--- src/rtl/spi_sfr_bridge_pkg.sv ---
// Shared SFR bus widths, command-byte layout and bridge FSM encoding.
package sfr_bus_pkg;
  localparam int SFR_AW = 6;
  localparam int SFR_DW = 8;
  localparam int CMD_RW = 7;
  localparam int CMD_AI = 6;

  typedef enum logic [2:0] {
    ST_IDLE,
    ST_CMD,
    ST_WDATA,
    ST_WSTB,
    ST_RDATA
  } state_e;

  function automatic logic [SFR_AW-1:0] addr_inc(input logic [SFR_AW-1:0] a);
    return a + SFR_AW'(1);
  endfunction
endpackage

--- src/rtl/spi_sfr_bridge_if.sv ---
// SPI pins plus SFR bus; the bridge sits on the slave side of both.
interface spi_sfr_bridge_if;
  import sfr_bus_pkg::*;

  logic              spi_csn;
  logic              spi_sck;
  logic              spi_mosi;
  logic              spi_miso;
  logic [SFR_AW-1:0] sfr_addrs;
  logic [SFR_DW-1:0] sfr_wdata;
  logic              sfr_wctrl;
  logic              sfr_rctrl;
  logic [SFR_DW-1:0] sfr_rdata;

  modport slave (
    input  spi_csn, spi_sck, spi_mosi, sfr_rdata,
    output spi_miso, sfr_addrs, sfr_wdata, sfr_wctrl, sfr_rctrl
  );

  modport master (
    output spi_csn, spi_sck, spi_mosi, sfr_rdata,
    input  spi_miso, sfr_addrs, sfr_wdata, sfr_wctrl, sfr_rctrl
  );
endinterface

--- src/rtl/spi_sfr_bridge_sync.sv ---
// Two-flop synchroniser plus history flop, yielding level and edge strobes.
module spi_pin_sync (
  input  logic clk,
  input  logic rst,
  input  logic d_i,
  output logic q_o,
  output logic rise_o,
  output logic fall_o
);
  logic [2:0] sr_q;

  always_ff @(posedge clk or negedge rst) begin
    if (!rst) sr_q <= '0;
    else      sr_q <= {sr_q[1:0], d_i};
  end

  assign q_o    = sr_q[1];
  assign rise_o = sr_q[1] & ~sr_q[2];
  assign fall_o = ~sr_q[1] & sr_q[2];
endmodule

--- src/rtl/spi_sfr_bridge.sv ---
// SPI mode-0 slave that turns command/data frames into SFR bus reads and writes.
module spi_sfr_bridge
  import sfr_bus_pkg::*;
#(
  parameter int WPULSE = 4
) (
  input logic             clk,
  input logic             rst,
  spi_sfr_bridge_if.slave bus
);
  localparam int CW = $clog2(WPULSE + 1);

  logic [2:0] pin_s, pin_rise, pin_fall;

  // index 2: csn, 1: sck, 0: mosi
  spi_pin_sync u_sync [2:0] (
    .clk   (clk),
    .rst   (rst),
    .d_i   ({bus.spi_csn, bus.spi_sck, bus.spi_mosi}),
    .q_o   (pin_s),
    .rise_o(pin_rise),
    .fall_o(pin_fall)
  );

  logic csn_rise, csn_fall, sck_rise, sck_fall, mosi_s, sync_unused;
  assign csn_rise    = pin_rise[2];
  assign csn_fall    = pin_fall[2];
  assign sck_rise    = pin_rise[1];
  assign sck_fall    = pin_fall[1];
  assign mosi_s      = pin_s[0];
  assign sync_unused = ^{pin_s[2:1], pin_rise[0], pin_fall[0]};

  state_e            state_q, state_d;
  logic [2:0]        bit_q;
  logic [7:0]        rx_q, tx_q;
  logic [SFR_AW-1:0] addr_q;
  logic [SFR_DW-1:0] wdata_q;
  logic              ai_q, skip_q, stop_q, start_q;
  logic [1:0]        rd_pipe_q;
  logic [CW-1:0]     cnt_q;

  logic       active, byte_done, rd_start, wstb_done, enter_cmd;
  logic [7:0] rx_nxt;

  assign active    = state_q inside {ST_CMD, ST_WDATA, ST_RDATA};
  assign rx_nxt    = {rx_q[6:0], mosi_s};
  assign byte_done = sck_rise & active & ~csn_rise & (bit_q == 3'd7);
  assign rd_start  = byte_done & ((state_q == ST_CMD & rx_nxt[CMD_RW]) | (state_q == ST_RDATA));
  assign wstb_done = (state_q == ST_WSTB) & (cnt_q == CW'(WPULSE - 1));
  assign enter_cmd = (state_d == ST_CMD) & (state_q != ST_CMD);

  always_ff @(posedge clk or negedge rst) begin
    if (!rst) state_q <= ST_IDLE;
    else      state_q <= state_d;
  end

  // A strobe in flight always runs to completion; csn edges seen meanwhile decide where it exits.
  always_comb begin
    state_d = state_q;
    unique case (state_q)
      ST_IDLE:  if (csn_fall) state_d = ST_CMD;
      ST_CMD:   if (csn_rise) state_d = ST_IDLE;
                else if (byte_done) state_d = rx_nxt[CMD_RW] ? ST_RDATA : ST_WDATA;
      ST_WDATA: if (csn_rise) state_d = ST_IDLE;
                else if (byte_done) state_d = ST_WSTB;
      ST_RDATA: if (csn_rise) state_d = ST_IDLE;
      ST_WSTB:  if (wstb_done) begin
                  if (csn_rise)                 state_d = ST_IDLE;
                  else if (csn_fall || start_q) state_d = ST_CMD;
                  else if (stop_q)              state_d = ST_IDLE;
                  else                          state_d = ST_WDATA;
                end
      default:  state_d = ST_IDLE;
    endcase
  end

  always_comb begin
    bus.sfr_wctrl = (state_q == ST_WSTB);
    bus.sfr_rctrl = rd_pipe_q[1];
    bus.sfr_addrs = addr_q;
    bus.sfr_wdata = wdata_q;
    bus.spi_miso  = ~bus.spi_csn & tx_q[7];
  end

  always_ff @(posedge clk or negedge rst) begin
    if (!rst) begin
      bit_q     <= '0;
      rx_q      <= '0;
      tx_q      <= '0;
      addr_q    <= '0;
      wdata_q   <= '0;
      ai_q      <= 1'b0;
      skip_q    <= 1'b0;
      stop_q    <= 1'b0;
      start_q   <= 1'b0;
      rd_pipe_q <= '0;
      cnt_q     <= '0;
    end else begin
      rd_pipe_q <= {rd_pipe_q[0], rd_start};

      if (enter_cmd) begin
        bit_q <= '0;
        rx_q  <= '0;
      end else if (sck_rise && active) begin
        bit_q <= bit_q + 3'd1;
        rx_q  <= rx_nxt;
      end

      if (byte_done && state_q == ST_CMD) begin
        addr_q <= rx_nxt[SFR_AW-1:0];
        ai_q   <= rx_nxt[CMD_AI];
      end else if ((rd_pipe_q[1] || wstb_done) && ai_q) begin
        addr_q <= addr_inc(addr_q);
      end

      if (byte_done && state_q == ST_WDATA) wdata_q <= rx_nxt;

      // The fall right after a capture would shift the fresh MSB out before the host samples it.
      if (enter_cmd) begin
        tx_q   <= '0;
        skip_q <= 1'b0;
      end else if (rd_pipe_q[1]) begin
        tx_q   <= bus.sfr_rdata;
        skip_q <= 1'b1;
      end else if (sck_fall) begin
        if (skip_q) skip_q <= 1'b0;
        else        tx_q   <= {tx_q[6:0], 1'b0};
      end

      if (state_q != ST_WSTB)  cnt_q <= '0;
      else if (!wstb_done)     cnt_q <= cnt_q + CW'(1);

      if (state_q != ST_WSTB) begin
        stop_q  <= 1'b0;
        start_q <= 1'b0;
      end else if (csn_rise) begin
        stop_q  <= 1'b1;
        start_q <= 1'b0;
      end else if (csn_fall) begin
        stop_q  <= 1'b0;
        start_q <= 1'b1;
      end
    end
  end
endmodule

--- src/flat_wrapper.sv ---
// flat-port wrapper written by rule: the top's interface ports become plain ports
module spi_sfr_bridge_flat import sfr_bus_pkg::*;
#(
  parameter int WPULSE = 4
)
  (clk, rst, bus_spi_csn, bus_spi_sck, bus_spi_mosi, bus_sfr_rdata, bus_spi_miso, bus_sfr_addrs, bus_sfr_wdata, bus_sfr_wctrl, bus_sfr_rctrl);
  spi_sfr_bridge_if bus_i ();
  input logic clk;
  input logic rst;
  input wire logic [$bits(bus_i.spi_csn)-1:0] bus_spi_csn;
  input wire logic [$bits(bus_i.spi_sck)-1:0] bus_spi_sck;
  input wire logic [$bits(bus_i.spi_mosi)-1:0] bus_spi_mosi;
  input wire logic [$bits(bus_i.sfr_rdata)-1:0] bus_sfr_rdata;
  output wire logic [$bits(bus_i.spi_miso)-1:0] bus_spi_miso;
  output wire logic [$bits(bus_i.sfr_addrs)-1:0] bus_sfr_addrs;
  output wire logic [$bits(bus_i.sfr_wdata)-1:0] bus_sfr_wdata;
  output wire logic [$bits(bus_i.sfr_wctrl)-1:0] bus_sfr_wctrl;
  output wire logic [$bits(bus_i.sfr_rctrl)-1:0] bus_sfr_rctrl;
  assign bus_i.spi_csn = bus_spi_csn;
  assign bus_i.spi_sck = bus_spi_sck;
  assign bus_i.spi_mosi = bus_spi_mosi;
  assign bus_i.sfr_rdata = bus_sfr_rdata;
  assign bus_spi_miso = bus_i.spi_miso;
  assign bus_sfr_addrs = bus_i.sfr_addrs;
  assign bus_sfr_wdata = bus_i.sfr_wdata;
  assign bus_sfr_wctrl = bus_i.sfr_wctrl;
  assign bus_sfr_rctrl = bus_i.sfr_rctrl;
  spi_sfr_bridge #(.WPULSE(WPULSE)) u_core (.clk(clk), .rst(rst), .bus(bus_i));
endmodule
--- config.mk ---
export PLATFORM = sky130hd
export DESIGN_NAME = spi_sfr_bridge_flat
export DESIGN_NICKNAME = d
export VERILOG_FILES = /design/src/rtl/spi_sfr_bridge_pkg.sv /design/src/rtl/spi_sfr_bridge_if.sv /design/src/rtl/spi_sfr_bridge_sync.sv /design/src/rtl/spi_sfr_bridge.sv /design/src/flat_wrapper.sv
export SDC_FILE = /design/constraint.sdc
export NUM_CORES = 1
export LEC_CHECK = 0
export CAP_MARGIN = 25
export CELL_PAD_IN_SITES_DETAIL_PLACEMENT = 1
export CELL_PAD_IN_SITES_GLOBAL_PLACEMENT = 2
export CORE_ASPECT_RATIO = 1.5
export CORE_MARGIN = 5
export CORE_UTILIZATION = 42
export CTS_BUF_LIST = sky130_fd_sc_hd__clkbuf_4 sky130_fd_sc_hd__clkbuf_8
export CTS_CLUSTER_SIZE = 8
export DETAILED_ROUTE_END_ITERATION = 7
export DONT_BUFFER_PORTS = 1
export GPL_TIMING_DRIVEN = 0
export PLACE_DENSITY = 0.83
export SKIP_CTS_REPAIR_TIMING = 1
export SLEW_MARGIN = 20
export SYNTH_ARGS = -nofsm -noshare
export SYNTH_HDL_FRONTEND = slang
export SYNTH_SLANG_ARGS = --single-unit
--- constraint.sdc ---
create_clock -name clk -period 2.45 [get_ports clk]
set_clock_uncertainty 0.1 [all_clocks]
set_input_delay 0.49 -clock clk [delete_from_list [all_inputs] [get_ports clk]]
set_output_delay 0.49 -clock clk [all_outputs]
set_load 0.05 [all_outputs]
Yosys cells after proc, flatten, opt, wreduce, memory -nomap -nowiden:

Index checks and enable logic that the tools add are counted.

* output and inout port bits: 17
* word-level logic and storage cells: 94
* flip-flop bits (word level): 52

* mux-type cells: 33
* equal/unequal tests: 11
* bitwise logic cells: 19
* add/sub/neg operators: 3
* reductions and logical operators: 13

Operators with widths (count)
* $mux 3: 14
* $mux 8: 4
* $pmux 3 s5: 1
* $mux 7: 2
* $and 1x1->1: 12
* $mux 6: 2
* $eq 3x2->1 const B: 3
* $mux 1: 9
* $reduce_bool 3->1: 3
* $add 3x1->3 const B: 2
* $add 6x1->6 const B: 1
* $eq 3x1->1 const B: 2
* $eq 3x3->1 const B: 2
* $not 1->1: 6
* $logic_and 1x1->1: 4
* $reduce_bool 2->1: 2
* $logic_not 3->1: 1
* $ne 3x1->1 const B: 1
* $ne 3x2->1 const B: 1
* $ne 3x3->1 const B: 1
* $logic_or 1x1->1: 2
* $mux 2: 1
* $ne 2x2->1 const B: 1
* $reduce_and 2->1: 1
* $or 1x1->1: 1

Logic depth before layout (Yosys ltp):

Gate-level depths: netlist of the first run.

* depth after elaboration: 12
* mapped depth: 10

Cells and area by module:

A second synthesis of the first run with hierarchy kept.

* cells, all modules: 212
* area total of the unflattened synthesis: 2538.7 µm²

By module, submodules not included
* spi_sfr_bridge: cells an instance 197, times used 1, area each 2268.4 µm²
* spi_pin_sync: cells an instance 5, times used 3, area each 90.1 µm²

Least setup slack after synthesis of the first run:

Ideal clock, no wire load.

* kind: register to register
* start point: register u_core.bit_q[0]
* end point: register u_core.skip_q
* required time: 2.231 ns
* setup slack: 0.254 ns
* stages on the path, launching flop included: 11
* setup time: 0.119 ns
* arrival time: 1.977 ns
* clock period less this slack: 2.196 ns
* cells stage by stage: dfrtp_1 -> ha_1 -> ha_1 -> and3b_1 -> buf_2 -> a31o_2 -> a222oi_1 -> o31a_1 -> buf_6 -> buf_12 -> nor2_1

* longest elaborated chain between the ends: 8
* elaborated cells between the ends (all ways): 11

RTL lines
* from (decl): RTL line spi_sfr_bridge.sv:34 `logic [2:0] bit_q;`
* from (signal assigned): RTL line spi_sfr_bridge.sv:105 `bit_q <= bit_q + 3'd1;`
* $eq 3x3->1 (*): RTL line spi_sfr_bridge.sv:47 `assign byte_done = sck_rise & active & ~csn_rise & (bit_q == 3'd7);`
* $and 1x1->1 (*): RTL line spi_sfr_bridge.sv:47
* $mux 3, on equally long branches: RTL line spi_sfr_bridge.sv:65, spi_sfr_bridge.sv:63
* $mux 3, on equally long branches: RTL line spi_sfr_bridge.sv:64, spi_sfr_bridge.sv:62
* $pmux 3 s5 (*): RTL line spi_sfr_bridge.sv:60 `unique case (state_q)`
* $eq 3x1->1 (*): RTL line spi_sfr_bridge.sv:50 `assign enter_cmd = (state_d == ST_CMD) & (state_q != ST_CMD);`
* $and 1x1->1 (*): RTL line spi_sfr_bridge.sv:50
* $reduce_bool 3->1 (no line) / $mux 1 (equally long branches)
* to (signal assigned): RTL line spi_sfr_bridge.sv:93 `skip_q <= 1'b0;`
* to (signal assigned): RTL line spi_sfr_bridge.sv:121 `skip_q <= 1'b0;`
* to (signal assigned): RTL line spi_sfr_bridge.sv:124 `skip_q <= 1'b1;`
* to (decl): RTL line spi_sfr_bridge.sv:38 `logic ai_q, skip_q, stop_q, start_q;`

Every way passes the cells marked *; elsewhere a longest branch is shown, timed or not.
A chain may end at the register's enable or synchronous reset.

Worst setup path after layout of the first run:

* start point: register u_core.bit_q[0]
* end point: register u_core.bit_q[2]

* longest elaborated chain between the ends: 8
* elaborated cells between the ends (all ways): 13

RTL lines (RTL line)
* $eq 3x3->1: spi_sfr_bridge.sv:47
* $and 1x1->1: spi_sfr_bridge.sv:47
* $mux 3, on equally long branches: spi_sfr_bridge.sv:65, spi_sfr_bridge.sv:63
* $mux 3, on equally long branches: spi_sfr_bridge.sv:64, spi_sfr_bridge.sv:62
* $pmux 3 s5: spi_sfr_bridge.sv:60
* $eq 3x1->1: spi_sfr_bridge.sv:50
* $and 1x1->1: spi_sfr_bridge.sv:50
* $mux 3 / $reduce_bool 2->1 (equally long branches)

Parallel ways exist; a longest one is shown, timed or not. The select of a mux whose other input is x is not followed.

==> results of run 1 <==
==> cells in the final DEF (no fill, tap or decap), types with 2 or more instances in the layout <==
cell type,count
xnor2_1,4
nor2_1,37
buf_2,3
nor3_1,3
nand3_1,3
mux2i_1,18
nor2b_1,5
or2b_1,2
inv_1,5
or3_1,2
clkbuf_8,5
buf_12,2
ha_1,5
nand2_1,28
a21oi_1,12
dfrtp_1,52
clkbuf_1,3
mux2_2,8
buf_6,2
o21ai_0,3
xor2_1,3
==> registers in the layout, indices dropped and copies added (netlist names) <==
| name | cells |
|---|---|
| u_core.bus.sfr_wdata | 8 |
| u_core.bus.sfr_addrs | 6 |
| u_core.skip_q | 1 |
| u_core.rx_q | 7 |
| u_core.stop_q | 1 |
| u_core.state_q | 3 |
| u_core.bit_q | 3 |
| u_core.start_q | 1 |
| u_core.ai_q | 1 |
| u_core.cnt_q | 3 |
| u_core.tx_q | 8 |
| u_core.u_sync.sr_q | 8 |
| u_core.rd_pipe_q | 2 |
==> cells by family (layout without fill, tap and decap cells) <==
kind of cell | count (synthesis) | count (layout) | share of synthesized area [%]
buffers and inverters | 16 | 26 | 4.21
XOR/XNOR | 7 | 7 | 2.58
flip-flops | 52 | 52 | 54.7
AO/OA/AOI/OAI | 25 | 25 | 6.53
AND/OR/NAND/NOR | 91 | 91 | 17.9
multiplexers | 26 | 26 | 11.4
adder cells (fa/ha/maj) | 5 | 5 | 2.63
==> layer usage <==
metal	global-route usage, %	routed length [µm]	vias up
met5	0	0	-
met1	17.8	2010	758
met4	5.21	72	0
met2	24.9	2500	21
met3	3.64	189	5
li1	-	-	759
==> layout make-up <==
type	instances	area [µm²]
Timing Repair Buffer	3	57.6
Fill cell	614	2860
Sequential cell	52	1300
Clock buffer	6	76.3
Buffer	10	76.3
Tap cell	70	87.6
Clock inverter	2	35.0
Multi-Input combinational cell	154	977
Inverter	5	18.8
==> per-stage QoR <==
step	util, %	cell area [µm²]	setup slack, ns
CTS	46.9	2580	0.00906
floorplan	-	2380	0.254
global route	47.9	2630	0.0157
global placement	44.9	2460	0.0128
detailed placement	44.9	2460	0.0213
finish	47.9	2630	0.127
==> worst max path at each step <==
stage	start	end	slack (ns)	cells past startpoint
6_report	u_core.bit_q[0]	u_core.bit_q[2]	0.13	9
5_1_grt	u_core.bit_q[0]	u_core.tx_q[4]	0.02	9
4_1_cts	u_core.bit_q[0]	u_core.skip_q	0.009	10
3_5_place_dp	u_core.bit_q[0]	u_core.skip_q	0.02	10
3_3_place_gp	u_core.bit_q[0]	u_core.tx_q[4]	0.01	10
2_1_floorplan	u_core.bit_q[0]	u_core.skip_q	0.25	10
==> power groups by stage <==
stage | clock network, mW | logic, mW | registers, mW
2_1_floorplan | 0 | 0.106 | 0.916
3_3_place_gp | 0 | 0.127 | 0.921
3_5_place_dp | 0 | 0.129 | 0.923
4_1_cts | 0.605 | 0.132 | 0.906
5_1_grt | 0.648 | 0.187 | 0.908
6_report | 0.588 | 0.166 | 0.905
==> run metrics, run 1 <==
YS warnings 0; Detailed Route WL 4.77 mm; clk root buf clkbuf_8; net switching power ~0.38 mW; cell repeated most along the worst path ha_1; Buf+Inv Stages, Crit Path 2; element type at the critical path end register; area delta synth->final 10.6%; Starting Density 43.3%; CP max stage delay 0.41 ns; Setup Total Neg Slack 0 ns; clk slew on worst S/H paths 0.09 ns; H-Tree Depth 2; Flop pwr share between 50% and 60%; fin cells 302; Post-synth EDFFs 0; minimum clock period 2.32 ns; residual DRC count 0; CTS tree built; Final ANT Viol Nets 0; Die Y 102 µm; combinational power share 10.0%; Mean Syn Cell Area ~11 µm²; startpoint types register; PwrDens 631 nW/µm²; vias in the first global route roughly 1700; total power approximately 1.7 mW; Async SR Flop Fraction between 90% and 100%; # clock sinks 52; Vias 1543; CP arrival 2.41 ns; cts bufs inserted 5; Final HPWL DP 3.36 mm; Leakage 1.33 nW; Vias/cell 5.11; RD Place Congestion 0.764; slew margin rel. 37.6%; Synth area leaders dfrtp_1 55%, mux2i_1 7.6%, nor2_1 5.8%, nand2_1 4.4%, mux2_2 3.8%; core area 5490 µm²; Top delay family on crit path compound AO/OA/AOI/OAI gates; Mapped Area 2380 µm²; share of layout cells above drive strength 1 13.8%; final hold violations 0; status completed; top cell type's share of synthesized area between 50% and 60%; Clock Latency Late Sink 0.30 ns; initial antenna violation count 0; Synth area leader dfrtp_1; WHS Endpoint u_core.u_sync[2].sr_q[0]; reg-to-reg setup timing slack 0.13 ns; sequential-to-total area share from yosys stat 54.7%; reg2reg path depth 9; Tightest Pin Transition 0.935 ns; R2R Path End u_core.bit_q[2]; critical path class reg -> reg; Max VDD drop roughly 0.4 mV; Post-Synthesis Cells between 200 and 250; ys flop type dfrtp_1; Die X-Extent 71.4 µm; worst r2r src u_core.bit_q[0]; antenna cells 0; synth cell count leaders 52 x dfrtp_1, 37 x nor2_1, 28 x nand2_1; min-delay src bus_spi_csn; Layout Nets 249; global route overflow 0; Worst Path Max Fanout 10; #FFs+latches synth 52; hold path depth 0; CP Cell Sequence ha_1, ha_1, and3b_2, a31o_2, a222oi_1, o31a_1, buf_6, buf_12, nor2_1; first-pass GRT wire length 8.35 mm; unique cell type count in the Yosys netlist 42; GRT Total Usage 14.6%; Final Cycle Share 94.8%; CP max-delay cell dfrtp_1; Clock Path Buffers 2; # rows 33; highest clock rate 430 MHz; Setup Viol. Count Final 0; Mapped Nets between 200 and 250; switching share of power 23.2%; cell with the most instances after synthesis dfrtp_1; WHS ~0.11 ns; number of port buffers 0; Inst Count DP 292; unrepaired setup endpoints after global routing no; CP Data Required Time about 2.5 ns; HP Class in -> reg; First DRT Iteration DRCs 39; Detailed Routing Iterations Pass 1 4; wire length per cell 15.8 µm; io pins 30; pin count of the biggest net entering global routing 53; clock power share 35.4%; # Max-Cap Violations 0; max-slew violation count 0; area of the die 7300 µm²; cell internal pwr between 1 and 1.5 mW
(Power assumes the default switching activity.)
==> inputs of run 2 (changes only) <==
Settings changed: GPL_TIMING_DRIVEN 0 to 1.
==> run 2 against run 1 <==
Effect of this change: register-to-register slack better by 0.11 ns; die area stayed put; hold slack worse by 0.0074 ns; clock-buffer cell count is 1 lower; final area is 0.38% lower; critical path type is now reg -> out; critical endpoint is now bus_sfr_wctrl.
==> run metrics, run 2 (synthesis gave the netlist of run 1 again) <==
status completed; H-Tree Depth 2 (unchanged); startpoint types register; Sequential cell area 1300 µm² (unchanged); Setup Viol. Count Final 0 (unchanged); HP Class in -> reg; CP Data Required Time 1.86 ns (-0.68 ns); Leakage 1.33 nW (-0.25%); Die Y 102 µm (unchanged); antenna cells 0 (unchanged); First DRT Iteration DRCs 28 (-28%); GRT Total Usage 14.3% (-0.28 points); Clock Path Buffers 2 (unchanged); first-pass GRT wire length 8.14 mm (-2.5%); Die X-Extent 71.4 µm (unchanged); Flop pwr share 55.8% (+1.3 points); net switching power 0.390 mW (+1.3%); # clock sinks 52 (unchanged); Clock Latency Late Sink 0.31 ns (about the same); Detailed Routing Iterations Pass 1 4 (unchanged); Final Cycle Share 92.8% (-2.1 points); vias in the first global route 1646 (-3.8%); area delta synth->final 10.2%; global route overflow 0 (unchanged); clock power share 35.9% (+0.5 points); cell internal pwr 1.24 mW (-2.5%); R2R Path End u_core.tx_q[7]; number of port buffers 0 (unchanged); PwrDens 623 nW/µm² (-1.2%); switching share of power 23.9% (+0.68 points); critical path class reg -> out; cts bufs inserted 5 (unchanged); min-delay src bus_spi_mosi; Vias/cell 5.14 (+0.67%); WHS 0.101 ns (-0.00743 ns); Max VDD drop 0.461 mV (+17%); pin count of the biggest net entering global routing 53 (unchanged); Inst Count DP 290 (-0.68%); highest clock rate 440 MHz (+2.2%); multi-input logic area 983 µm² (+0.64%); fin cells 300 (-0.66%); initial antenna violation count 0 (unchanged); slew margin rel. 63.2% (+26 points); reg-to-reg setup timing slack 0.24 ns (+0.11 ns); max-slew violation count 0 (unchanged); hold path depth 0 (unchanged); fillers 601 (-2.1%); Layout Nets 247 (-0.80%); Setup Total Neg Slack 0 ns (unchanged); wire length per cell 15.6 µm (-1.3%); # rows 33 (unchanged); share of layout cells above drive strength 1 14.3% (+0.55 points); # Max-Cap Violations 0 (unchanged); clk slew on worst S/H paths 0.09 ns (about the same); commonest cells after routing, fill and taps aside 52 x dfrtp_1, 37 x nor2_1, 28 x nand2_1; residual DRC count 0 (unchanged); RD Place Congestion 0.706 (-7.6%); commonest non-fill, non-tap cell in the layout dfrtp_1; WHS Endpoint u_core.u_sync[0].sr_q[0]; Vias 1543 (unchanged); total power 1.63 mW (-1.6%); combinational power share 8.3% (-1.7 points); Detailed Route WL 4.68 mm (-2.0%); Tightest Pin Transition 0.552 ns (-0.382 ns); worst r2r src u_core.bit_q[0]; clk root buf clkbuf_8; minimum clock period 2.27 ns (-0.0505 ns); CP arrival 1.68 ns (-0.73 ns); Starting Density 43.3% (unchanged); reg2reg path depth 8 (-1); final hold violations 0 (unchanged); Final ANT Viol Nets 0 (unchanged); CTS tree built; Final HPWL DP 3.33 mm (-0.82%); core area 5490 µm² (unchanged); area of the die 7300 µm² (unchanged); Worst Path Max Fanout 12 (+2); io pins 30 (unchanged); unrepaired setup endpoints after global routing no; element type at the critical path end output pin
run 2: worst max-delay path, cell delays in order (launching register included):
cell     delay [ns]
dfrtp_1        0.58
nand2_1        0.11
or2_2          0.35
inv_1          0.12
buf_4          0.21
run 2: final cells by class:
cell class | count | share of cell area, %
Tap cell | 70 | 3.34
Clock buffer | 5 | 2.63
Multi-Input combinational cell | 154 | 37.5
Clock inverter | 3 | 1.62
Inverter | 5 | 0.716
Timing Repair Buffer | 11 | 4.49
Sequential cell | 52 | 49.7
run 2: metrics by stage:
| step | worst slack, ns | area (µm²) | utilization [%] |
|---|---|---|---|
| after floorplan | 0.254 | 2380 | - |
| after global placement | 0.298 | 2470 | 45.0 |
| after detailed placement | 0.235 | 2470 | 45.0 |
| after CTS | 0.150 | 2580 | 47.0 |
| after global routing | 0.0812 | 2620 | 47.7 |
| final | 0.177 | 2620 | 47.7 |
run 2: worst max path at each step:
stage / endpoint / depth (start not counted) / startpoint
finish: bus_sfr_wctrl / 4 / u_core.state_q[1]
global route: bus_sfr_wctrl / 4 / u_core.state_q[1]
CTS: bus_sfr_wctrl / 4 / u_core.state_q[1]
detailed placement: u_core.tx_q[7] / 8 / u_core.bit_q[0]
global placement: u_core.tx_q[0] / 8 / u_core.bit_q[0]
floorplan: u_core.skip_q / 10 / u_core.bit_q[0]
run 2: power groups by stage:
stage	combinational [mW]	sequential (mW)	clock (mW)
after global placement	0.110	0.928	0
after floorplan	0.106	0.916	0
final	0.135	0.912	0.586
after detailed placement	0.113	0.930	0
after CTS	0.115	0.914	0.612
after global routing	0.156	0.917	0.656
run 2: metal layers:
metal	track usage, %	up-vias	share of wire (%)
met5	0	-	0
met4	5.35	0	1.3
met3	4.13	5	4.2
met2	24.2	23	53
met1	17.2	758	42
li1	-	757	-
